--- src/rtl/spiphy_burst.sv ---
// spiphy_burst: SPI master PHY that runs one frame per start request.
// It can keep chip select asserted between frames, so that back-to-back bursts
// to the same device skip the setup phase.
//
// Ports:
//   spi_clock_i / spi_resetn_i   single clock (rising edge); async active-low reset
//   spi_start_i                  single-cycle frame request (IDLE or HELD only)
//   spi_len_i                    frame length minus one, in bits
//   spi_csid_i                   target chip select
//   spi_cs_hold_i                keep CS low after this frame
//   spi_release_i                drop a held CS (start wins if both are seen)
//   spi_lsb_first_i              bit order
//   spi_tx_data_i                transmit word, right-justified
//   spi_clkdiv_i                 SCK half-period minus one, in clock cycles
//   cpol, cpha                   SPI mode
//   spi_done_o / spi_busy_o      frame-complete pulse / frame in progress
//   spi_rx_o                     received word, right-justified, zero-extended
//   miso[NCS], mosi, sck, cs_n[NCS]  SPI pins
module spiphy_burst #(
   parameter int DATAW = 32,
   parameter int NCS   = 4,
   parameter int DIVW  = 10
) (
   input  logic                     spi_clock_i,
   input  logic                     spi_resetn_i,
   input  logic                     spi_start_i,
   input  logic [$clog2(DATAW)-1:0] spi_len_i,
   input  logic [$clog2(NCS)-1:0]   spi_csid_i,
   input  logic                     spi_cs_hold_i,
   input  logic                     spi_release_i,
   input  logic                     spi_lsb_first_i,
   input  logic [DATAW-1:0]         spi_tx_data_i,
   input  logic [DIVW-1:0]          spi_clkdiv_i,
   input  logic                     cpol,
   input  logic                     cpha,
   output logic                     spi_done_o,
   output logic                     spi_busy_o,
   output logic [DATAW-1:0]         spi_rx_o,
   input  logic [NCS-1:0]           miso,
   output logic                     mosi,
   output logic                     sck,
   output logic [NCS-1:0]           cs_n
);
   localparam int LENW = $clog2(DATAW);
   localparam int CSW  = $clog2(NCS);

   typedef enum logic [2:0] {IDLE, SETUP, SHIFT, TAIL, HELD, SWITCH} state_t;

   state_t            state_q, state_d;
   logic [LENW-1:0]   len_q, len_d, idx_q, idx_d;
   logic [CSW-1:0]    csid_q, csid_d;
   logic              hold_q, hold_d, lsb_q, lsb_d, cpha_q, cpha_d;
   logic [DATAW-1:0]  tx_q, tx_d, sh_q, sh_d, rx_q, rx_d;
   logic [DIVW-1:0]   div_q, div_d, cnt_q, cnt_d;
   logic [LENW:0]     edge_q, edge_d;   // index of the next SCK edge in the frame
   logic              sck_q, sck_d, mosi_q, mosi_d, busy_q, busy_d, done_q, done_d;
   logic [NCS-1:0]    cs_n_q, cs_n_d;

   logic              accept, half_end, last_edge, lead_edge, do_sample, do_update;
   logic [LENW-1:0]   rx_pos;

   assign accept    = spi_start_i && (state_q == IDLE || state_q == HELD);
   assign half_end  = (cnt_q == div_q);
   assign last_edge = (edge_q == {len_q, 1'b1});
   assign lead_edge = ~edge_q[0];
   // Both modes carry bit j across edges 2j and 2j+1, so the RX slot is edge/2.
   assign rx_pos    = edge_q[LENW:1];
   assign do_sample = cpha_q ? ~lead_edge : lead_edge;
   // cpha=1: the first bit is already on mosi from setup/entry, so the first
   // leading edge does not advance; cpha=0: nothing to advance after the last edge.
   assign do_update = cpha_q ? (lead_edge && (edge_q != '0)) : (~lead_edge && !last_edge);

   always_comb begin
      state_d = state_q;
      len_d   = len_q;
      idx_d   = idx_q;
      csid_d  = csid_q;
      hold_d  = hold_q;
      lsb_d   = lsb_q;
      cpha_d  = cpha_q;
      tx_d    = tx_q;
      sh_d    = sh_q;
      rx_d    = rx_q;
      div_d   = div_q;
      edge_d  = edge_q;
      sck_d   = sck_q;
      busy_d  = busy_q;
      done_d  = 1'b0;
      cnt_d   = half_end ? '0 : cnt_q + 1'b1;

      case (state_q)
         IDLE, HELD: begin
            cnt_d = '0;
            if (accept) begin
               len_d  = spi_len_i;
               csid_d = spi_csid_i;
               hold_d = spi_cs_hold_i;
               lsb_d  = spi_lsb_first_i;
               cpha_d = cpha;
               tx_d   = spi_tx_data_i;
               div_d  = spi_clkdiv_i;
               idx_d  = spi_lsb_first_i ? '0 : spi_len_i;
               edge_d = '0;
               sh_d   = '0;
               sck_d  = cpol;
               busy_d = 1'b1;
               if (state_q == IDLE)
                  state_d = SETUP;
               else if (spi_csid_i == csid_q)
                  state_d = SHIFT;
               else
                  state_d = SWITCH;
            end else if (state_q == HELD && spi_release_i) begin
               state_d = IDLE;
            end
         end
         SWITCH: if (half_end) state_d = SETUP;
         SETUP:  if (half_end) state_d = SHIFT;
         SHIFT: begin
            if (half_end) begin
               sck_d = ~sck_q;
               if (do_sample) begin
                  if (lsb_q) sh_d[rx_pos] = miso[csid_q];
                  else       sh_d = {sh_q[DATAW-2:0], miso[csid_q]};
               end
               if (do_update) idx_d = lsb_q ? idx_q + 1'b1 : idx_q - 1'b1;
               if (last_edge) state_d = TAIL;
               else           edge_d  = edge_q + 1'b1;
            end
         end
         TAIL: begin
            if (half_end) begin
               rx_d    = sh_q;
               done_d  = 1'b1;
               busy_d  = 1'b0;
               state_d = hold_q ? HELD : IDLE;
            end
         end
         default: state_d = IDLE;
      endcase

      // mosi keeps the last bit through TAIL so a trailing-edge sampler has hold time.
      mosi_d = (state_d == SETUP || state_d == SHIFT || state_d == TAIL) ? tx_d[idx_d] : 1'b0;
      cs_n_d = (state_d == SETUP || state_d == SHIFT || state_d == TAIL || state_d == HELD)
               ? ~({{(NCS-1){1'b0}}, 1'b1} << csid_d) : '1;
   end

   always_ff @(posedge spi_clock_i or negedge spi_resetn_i) begin
      if (!spi_resetn_i) begin
         state_q <= IDLE;
         len_q   <= '0;
         idx_q   <= '0;
         csid_q  <= '0;
         hold_q  <= 1'b0;
         lsb_q   <= 1'b0;
         cpha_q  <= 1'b0;
         tx_q    <= '0;
         sh_q    <= '0;
         rx_q    <= '0;
         div_q   <= '0;
         cnt_q   <= '0;
         edge_q  <= '0;
         sck_q   <= 1'b0;
         mosi_q  <= 1'b0;
         busy_q  <= 1'b0;
         done_q  <= 1'b0;
         cs_n_q  <= '1;
      end else begin
         state_q <= state_d;
         len_q   <= len_d;
         idx_q   <= idx_d;
         csid_q  <= csid_d;
         hold_q  <= hold_d;
         lsb_q   <= lsb_d;
         cpha_q  <= cpha_d;
         tx_q    <= tx_d;
         sh_q    <= sh_d;
         rx_q    <= rx_d;
         div_q   <= div_d;
         cnt_q   <= cnt_d;
         edge_q  <= edge_d;
         sck_q   <= sck_d;
         mosi_q  <= mosi_d;
         busy_q  <= busy_d;
         done_q  <= done_d;
         cs_n_q  <= cs_n_d;
      end
   end

   // Idle SCK follows the live cpol input, including while reset is held.
   assign sck        = (state_q == IDLE) ? cpol : sck_q;
   assign mosi       = mosi_q;
   assign cs_n       = cs_n_q;
   assign spi_busy_o = busy_q;
   assign spi_done_o = done_q;
   assign spi_rx_o   = rx_q;
endmodule

--- config.mk ---
export PLATFORM = sky130hd
export DESIGN_NAME = spiphy_burst
export DESIGN_NICKNAME = d
export VERILOG_FILES = /design/src/rtl/spiphy_burst.sv
export SDC_FILE = /design/constraint.sdc
export NUM_CORES = 1
export LEC_CHECK = 0
export BUFFER_PORTS_ARGS = -buffer_cell sky130_fd_sc_hd__buf_4
export CAP_MARGIN = 30
export CORE_ASPECT_RATIO = 1.1
export CORE_MARGIN = 5
export CORE_UTILIZATION = 50
export DETAILED_ROUTE_END_ITERATION = 10
export PLACE_DENSITY = 0.71
export SLEW_MARGIN = 20
export SYNTH_ARGS = -nofsm -noshare
export SYNTH_HDL_FRONTEND = slang
export SYNTH_SLANG_ARGS = --single-unit
--- constraint.sdc ---
create_clock -name spi_clock_i -period 6.5 [get_ports spi_clock_i]
set_clock_uncertainty 0.2 [all_clocks]
set_input_delay 0.975 -clock spi_clock_i [delete_from_list [all_inputs] [get_ports spi_clock_i]]
set_output_delay 0.975 -clock spi_clock_i [all_outputs]
set_load 0.03 [all_outputs]
==> results of run 1 <==
[flip-flops by register name (all words and copies together) (netlist names), 5 cells and up]
name      count
sh_q         32
cnt_q        10
edge_q        6
spi_rx_o     32
len_q         5
tx_q         32
div_q        10
idx_q         5
[path summary, 6_finish.rpt]
check / startpoint / cells past startpoint / to
setup reg to reg: edge_q[3] / 9 / mosi
hold / removal: spi_resetn_i / 1 / spi_rx_o[19]
min in group spi_clock_i: tx_q[5] / 2 / tx_q[5]
setup / recovery: edge_q[3] / 9 / mosi
max in group asynchronous: spi_resetn_i / 2 / idx_q[1]
hold reg to reg: tx_q[5] / 2 / tx_q[5]
[layout by cell type (no fill, tap or decap), drive strengths merged, types with 6 or more instances in the layout]
cell / count
o31ai: 9
mux2i: 16
a31oi: 27
nor2: 61
ha: 6
buf: 111
o21ai: 40
nand2: 170
nand2b: 8
clkinv: 6
and3: 7
dfrtp: 144
xor2: 8
clkbuf: 22
mux2: 37
xnor2: 24
a21oi: 72
inv: 17
nand3: 15
[kinds of logic (layout without fill, tap and decap cells)]
family	after synthesis	count (layout)	synth area share, %
fa+ha+maj	7	7	1.30
compound gates	179	179	14.7
simple gates	298	298	17.7
buf+inv	60	157	3.42
xor+xnor	32	32	3.84
flops	148	148	50.9
mux	54	54	8.22
[cell type report]
class	count	area (um^2)	area share [%]
Clock buffer	22	454	5.21
Sequential cell	148	3710	42.5
Timing Repair Buffer	111	861	9.87
Inverter	17	63.8	0.731
Tap cell	192	240	2.75
Clock inverter	7	60.1	0.688
Multi-Input combinational cell	570	3340	38.2
[layer usage]
layer / vias up / wire [um]
li1: 2861 / -
met1: 2871 / 7730
met2: 180 / 8830
met3: 30 / 867
met4: 0 / 348
met5: - / 0
[through the flow]
stage	utilization, %	cell area [um^2]	hold slack [ns]
6_report	60.6	8720	0.217
5_1_grt	60.6	8720	0.226
4_1_cts	60.4	8690	0.274
3_5_place_dp	56.8	8170	0.260
3_3_place_gp	56.8	8170	0.265
2_1_floorplan	-	7290	0.236
[power by group]
group / switching, uW / internal, uW
combinational: 822 / 581
clock: 351 / 525
sequential: 267 / 1280
total: 1440 / 2390
==> flow_summary.yaml, run 1 <==
cts:
  htreeDepth: 4
  cts_made_buffers: 17
  clk_pin_slew_ns: 0.06
  clockRootBuffer: "clkbuf_16"
  tritoncts_num_sinks: 148
  cts_resized: 0
  clk_latency_ns: 0.42
  cts_setup_buffers: 0
  tritoncts: "built"
  hold_buffers: 0
  cts_buffer_depth: 2
route:
  first_pass_iters: 5
  final_antenna_net_count: 0
  drt_iter0_markers: 520
  routed_via_density: 5.57
  wl_per_cell_um: 16.7
  post-route-drc-count: 0
  vias: 5942
  drt_wl_total_um: 17800
die:
  dieArea_um2: 17100
  die_x_um: 125
  start_util_pct: 50.7
  num_rows: 46
  pin_count: 101
  coreArea_um2: 14400
  die_h_um: 137
critical_path:
  crit_chain: "or3_1, o31a_1, or3_4, and2_4, a311oi_4, buf_6, mux2_2, a2111oi_0, o32ai_1"
  crit_fanout: 11
  rrSetupSlack_ns: 2.32
  crit_family: "compound AO/OA/AOI/OAI gates"
  cp_data_required_time_ns: 6.57
  crit_buf_inv: 1
  start_kind: "flop"
  cp-end-kind: "flop"
  max_stage_delay_ns: 0.68
  slowest_stage: "a311oi_4"
  cp_data_arrival_time_ns: 4.25
  crit_type: "flop to flop"
place:
  dp.cells: 1036
  pre_cts_ws_ns: 2.21
  dpl.hpwl_um: 12700
  gp_congestion: 0.881
  io_buffer_count: 100
layout:
  final_nets: 933
  fillCellCount: 1274
  drive_gt1_share_pct: 17.8
  syn_to_final_growth_pct: 19.7
  n_antenna_cell: 0
  final_cells: 1067
yosys:
  async_flop_share_pct: 100
  synth_ff_type: "dfrtp_1"
  ys_top_cells_by_area: "dfrtp_1 49%, nand2_1 8.8%, a21oi_1 4.9%"
  synthTopCellsByCount: "170 x nand2_1, 144 x dfrtp_1, 72 x a21oi_1"
  synth_edf_count: 0
  ys_ff_latch: 148
  synth.most_common_cell: "nand2_1"
  avgSynthCellArea_um2: 9.37
  syn_inst: 778
  syn_area_um2: 7290
  yosysWarnings: 0
  syn_nets: 846
  synth_top_area_share_pct: 49.4
  seq_area_frac_synth_pct: 50.9
  synth_area_leader_cell: "dfrtp_1"
  synth_cell_types: 60
grt:
  grt_pass1_vias: 5961
  grt_max_degree: 102
  antenna_found_initial: 0
  top_usage_layer: "met2"
  use_met2_pct: 37.3
  grt_use_met3_pct: 4.84
  grt_use_met1_pct: 26.9
  grt_pass1_wl_um: 29600
  grt_util_all_layers_pct: 21.5
  overflow: 0
sta:
  worst_slack_ns: 2.32
  fin_crit_ns: 4.18
  finalMaxSlewViolations: 0
  fmax_ghz: 0.239
  fin_crit_sh_pct: 64.3
  worst_pin_slew_ns: 0.814
  rsz0062_at_grt: "false"
  setup_viol: 0
  hold_violations: 0
  relSlewSlack_pct: 45.5
  setup_tns_ns: 0
power:
  pwr_density_cell_nw_per_um2: 439
  irDropWorstVdd_mv: 0.183
  total_power_uw: 3830
  p_leak_uw: 0.00418
worst_hold_path:
  min_path_type: "input port to asynchronous set/reset pin"
flow_run:
  cap_violations: 0
status:
  outcome: "finished clean"
Power figures use the tool's default switching activity.
==> run 2: changes to the inputs <==
--- a/config.mk
+++ b/config.mk
@@ -11,7 +11,7 @@
 export CORE_MARGIN = 5
 export CORE_UTILIZATION = 50
 export DETAILED_ROUTE_END_ITERATION = 10
-export PLACE_DENSITY = 0.71
+export PLACE_DENSITY = 0.74
 export SLEW_MARGIN = 20
 export SYNTH_ARGS = -nofsm -noshare
 export SYNTH_HDL_FRONTEND = slang
==> constraint.sdc (replaced) <==
create_clock -name spi_clock_i -period 3.37 [get_ports spi_clock_i]
set_clock_uncertainty 0.2 [all_clocks]
set_input_delay 0.5055 -clock spi_clock_i [delete_from_list [all_inputs] [get_ports spi_clock_i]]
set_output_delay 0.5055 -clock spi_clock_i [all_outputs]
set_load 0.03 [all_outputs]
==> run 2 against run 1 <==
- sequential share of layout area shrank 1.0 points
- critical path depth up 1
- cell area increased by 2.5%
- via count grew 0.47%
- critical endpoint unchanged
==> flow_summary.yaml, run 2 (same netlist as run 1, synthesis figures left out) <==
status:
  outcome: "finished clean"
die:
  coreArea_um2: 14400
  die_h_um: 137
  pin_count: 101
  die_x_um: 125
  start_util_pct: 50.7
  dieArea_um2: 17100
  num_rows: 46
critical_path:
  r2r-start: "edge_q[3]"
  critPathLaunch: "edge_q[3]"
  start_kind: "flop"
  rrSetupSlack_ns: 0.21
  max_stage_delay_ns: 0.39
  cp_data_required_time_ns: 3.47
  cp_data_arrival_time_ns: 3.26
  reg2reg_depth: 10
  crit_fanout: 11
  cp-end-kind: "flop"
  crit_buf_inv: 1
  crit_family: "simple AND/OR/NAND/NOR gates"
  crit_chain: "or3_1, o31a_1, or3_4, and2_4, a311oi_4, buf_12, mux2i_1, nor2_1, a2111oi_2, o32ai_1"
  r2r-end: "mosi"
  crit_type: "flop to flop"
  slowest_stage: "or3_1"
cts:
  clk_latency_ns: 0.43
  cts_buffer_depth: 2
  clockRootBuffer: "clkbuf_16"
  cts_made_buffers: 17
  clk_pin_slew_ns: 0.06
  tritoncts: "built"
  tritoncts_num_sinks: 148
  htreeDepth: 4
layout:
  n_antenna_cell: 0
  multi_input_area_um2: 3340
  syn_to_final_growth_pct: 22.6
  layout_commonest_cell: "nand2_1"
  drive_gt1_share_pct: 19.7
  final_nets: 949
  final_cell_mix: "170 x nand2_1, 144 x dfrtp_1, 124 x buf_4"
  fillCellCount: 1222
  regArea_um2: 3710
  final_cells: 1085
sta:
  relSlewSlack_pct: 46.3
  setup_tns_ns: 0
  rsz0062_at_grt: "false"
  finalMaxSlewViolations: 0
  fin_crit_ns: 3.16
  worst_pin_slew_ns: 0.800
  hold_violations: 0
  setup_viol: 0
  holdWs_ns: 0.0628
  fin_crit_sh_pct: 93.8
  fmax_ghz: 0.316
worst_hold_path:
  min_to: "div_q[8]"
  hold_path_depth: 3
  holdCritStartpoint: "spi_clkdiv_i[8]"
  min_path_type: "input port to flop"
power:
  p_sw_share_pct: 36.4
  pwr-share-seq_pct: 38.0
  power.internal_uw: 4890
  clockPowerShare_pct: 25.4
  netSwitchingPower_uw: 2790
  p_leak_uw: 0.00430
  combPwrFrac_pct: 36.6
  irDropWorstVdd_mv: 0.445
  pwr_density_cell_nw_per_um2: 859
place:
  dpl.hpwl_um: 12200
  gp_congestion: 0.878
  io_buffer_count: 100
  dp.cells: 1053
grt:
  overflow: 0
  grt_util_all_layers_pct: 20.9
  grt_max_degree: 75
  antenna_found_initial: 0
  grt_pass1_vias: 5739
  grt_pass1_wl_um: 28600
route:
  vias: 5970
  wl_per_cell_um: 16.0
  drt_wl_total_um: 17300
  wl_met3_um: 1110
  post-route-drc-count: 0
  first_pass_iters: 5
  routed_via_density: 5.50
  wl_met1_um: 7420
  drt_iter0_markers: 431
  wl_met2_um: 8380
  final_antenna_net_count: 0
  routed.top_layer: "met4"
flow_run:
  cap_violations: 0
-- run 2: changes by cell type in the layout (fill, tap and decap cells not counted), moves of 2 or more --
cell        previous run  this run
clkbuf_1               4         2
clkbuf_8               1         4
clkinv_2               6         2
buf_4                108       124
bufinv_16              1         3
clkinvlp_4             0         2
-- run 2: power groups by stage --
| stage | registers (uW) | clock network, uW | logic [uW] |
|---|---|---|---|
| finish | 2920 | 1950 | 2810 |
| global route | 3000 | 2060 | 3150 |
| global placement | 2920 | 0 | 2720 |
| floorplan | 3020 | 0 | 1800 |
| CTS | 2920 | 1980 | 2800 |
| detailed placement | 2940 | 0 | 2780 |
-- run 2: area by class of cell --
cell class / count / share of cell area, %
Timing Repair Buffer: 127 / 10.9
Inverter: 17 / 0.714
Sequential cell: 148 / 41.5
Tap cell: 192 / 2.69
Clock inverter: 8 / 1.39
Multi-Input combinational cell: 570 / 37.4
Clock buffer: 23 / 5.46
-- run 2: metrics by stage --
stage	cell area, um^2	util, %	power (uW)	setup WS (ns)
2_1_floorplan	7300	-	4820	-0.131
3_3_place_gp	8310	57.8	5640	0.214
3_5_place_dp	8310	57.8	5720	0.142
4_1_cts	8930	62.1	7700	0.138
5_1_grt	8940	62.1	8200	0.00807
6_report	8940	62.1	7680	0.210
-- run 2: how the worst max path moves through the flow --
stage	cells past startpoint	endpoint	slack, ns
floorplan	13	mosi	-0.13
global placement	10	mosi	0.21
detailed placement	10	mosi	0.14
CTS	10	mosi	0.14
global route	10	mosi	0.008
finish	10	mosi	0.21
-- run 2: routing by layer --
layer / global-route usage, % / vias up
li1: - / 2884
met3: 5.35 / 39
met4: 9.28 / 0
met5: 0 / -
met2: 33.6 / 204
met1: 27.0 / 2843
-- run 2: timing repair --
| item | in CTS | in global routing |
|---|---|---|
| setup buffers | 0 | 0 |
| hold buffers | 1 | 0 |
| hold endpoints to repair | 66 | 0 |
| endpoints found under the setup margin | 0 | 1 |
| resized for setup | 0 | 2 |
-- run 2: worst register-to-register path, stage by stage (launching register included) --
cell and delay, ns:
dfrtp_1 0.37, or3_1 0.39, o31a_1 0.25, or3_4 0.37, and2_4 0.20, a311oi_4 0.32, buf_12 0.20, mux2i_1 0.21
nor2_1 0.07, a2111oi_2 0.32, o32ai_1 0.13
==> run 3: changes to the inputs <==
--- a/config.mk
+++ b/config.mk
@@ -9,9 +9,10 @@
 export CAP_MARGIN = 30
 export CORE_ASPECT_RATIO = 1.1
 export CORE_MARGIN = 5
-export CORE_UTILIZATION = 50
+export CORE_UTILIZATION = 45
 export DETAILED_ROUTE_END_ITERATION = 10
-export PLACE_DENSITY = 0.74
+export GPL_ROUTABILITY_DRIVEN = 0
+export PLACE_DENSITY = 0.67
 export SLEW_MARGIN = 20
 export SYNTH_ARGS = -nofsm -noshare
 export SYNTH_HDL_FRONTEND = slang
==> run 3 against run 2 <==
- count of clock-buffer cells in the layout fell by 2
- setup slack got worse by 0.12 ns
- critical path depth rose by 1
- largest power group unchanged
- hold slack improved by 0.0088 ns
- cell area fell by 0.18%
- final cell count rose by 1.4%
- non-clock buffer count rose by 7
==> flow_summary.yaml, run 3 (same netlist as run 1, synthesis figures left out) <==
layout:
  fillCellCount: 1432
  regArea_um2: 3710
  syn_to_final_growth_pct: 22.4
  layout_commonest_cell: "nand2_1"
  n_antenna_cell: 0
  final_cell_mix: "169 x nand2_1, 144 x dfrtp_1, 130 x buf_4"
  multi_input_area_um2: 3350
  drive_gt1_share_pct: 20.2
  final_nets: 956
cts:
  tritoncts: "built"
  clk_pin_slew_ns: 0.06
  cts_made_buffers: 17
  cts_buffer_depth: 2
  clockRootBuffer: "clkbuf_16"
  clk_latency_ns: 0.42
  tritoncts_num_sinks: 148
  htreeDepth: 4
sta:
  fmax_ghz: 0.305
  fin_crit_ns: 3.28
  worst_pin_slew_ns: 0.793
  finalMaxSlewViolations: 0
  fin_crit_sh_pct: 97.4
  hold_violations: 0
  relSlewSlack_pct: 46.8
  worst_slack_ns: 0.0860
  setup_viol: 0
  setup_tns_ns: 0
critical_path:
  cp_data_arrival_time_ns: 3.36
  crit_chain: "or3_1, o31a_1, or3_4, and2_4, a311oi_4, buf_6, buf_4, mux2i_1, o22ai_1, o31ai_1, o32ai_1"
  cp_data_required_time_ns: 3.45
  crit_family: "compound AO/OA/AOI/OAI gates"
  max_stage_delay_ns: 0.40
  crit_fanout: 9
  rrSetupSlack_ns: 0.09
  crit_buf_inv: 2
  cp-end-kind: "flop"
  slowest_stage: "or3_1"
  crit_type: "flop to flop"
  start_kind: "flop"
flow_run:
  cap_violations: 0
die:
  start_util_pct: 46.2
  coreArea_um2: 15800
  die_x_um: 131
  pin_count: 101
  num_rows: 48
  die_h_um: 143
  dieArea_um2: 18800
power:
  p_leak_uw: 0.00428
  total_power_uw: 7510
  pwr_density_cell_nw_per_um2: 842
  irDropWorstVdd_mv: 0.447
route:
  post-route-drc-count: 0
  final_antenna_net_count: 0
  first_pass_iters: 5
  drt_wl_total_um: 17500
  wl_per_cell_um: 15.9
  routed_via_density: 5.40
  vias: 5940
  drt_iter0_markers: 466
grt:
  antenna_found_initial: 0
  grt_pass1_vias: 5832
  grt_pass1_wl_um: 29100
  grt_max_degree: 71
  overflow: 0
  grt_util_all_layers_pct: 18.9
place:
  pre_cts_ws_ns: 0.0965
  dpl.hpwl_um: 12300
  io_buffer_count: 100
worst_hold_path:
  min_path_type: "input port to flop"
status:
  outcome: "finished clean"
run 3: through the flow:
stage	utilization [%]	cells	area [um^2]	hold WS, ns
final	56.5	1100	8920	0.0717
after global routing	56.5	1100	8920	0.0692
after CTS	56.1	1093	8860	0.0578
after detailed placement	52.7	1061	8320	0.259
after global placement	52.7	1061	8320	0.255
after floorplan	-	778	7300	0.00991
run 3: repair_timing:
item | 4_1_cts | 5_1_grt
hold buffers | 1 | 0
setup endpoints to repair | 0 | 1
gates resized for setup | 0 | 3
hold endpoints to repair | 68 | 0
buffers inserted | 0 | 7
run 3: area by class of cell:
cell class,count,share of cell area [%]
clock inverters,10,0.967
flip-flops and latches,148,41.6
well taps,200,2.80
multi-input cells,570,37.5
clock buffers,21,4.94
inverters,17,0.715
repair buffers,134,11.5
run 3: path summary, 6_finish.rpt:
| path | start | to | cells after the start |
|---|---|---|---|
| setup reg to reg | edge_q[3] | mosi | 11 |
| hold / removal | cpha | cpha_q | 3 |
| setup / recovery | edge_q[3] | mosi | 11 |
| max in group asynchronous | spi_resetn_i | cs_n[3] | 3 |
| hold reg to reg | tx_q[7] | tx_q[7] | 2 |
| min in group asynchronous | spi_resetn_i | spi_rx_o[8] | 2 |
run 3: metal layers:
metal  vias up  GRT usage (%)  wire (um)
met1      2845           25.2       8010
li1       2912              -          -
met4         0           7.74        322
met5         -              0          0
met3        23           3.85        862
met2       160           30.6       8340
run 3: power by group:
group	leakage [uW]	internal, uW	total (uW)	switching [uW]
combinational	0.00215	1230	2880	1650
sequential	0.00188	2470	2910	439
clock	0.000252	1000	1730	722
total	0.00428	4700	7510	2810
run 3: tightest hold or removal path, stage by stage:
cell     delay (ns)
buf_4          0.07
nand2_1        0.04
nand2_1        0.04
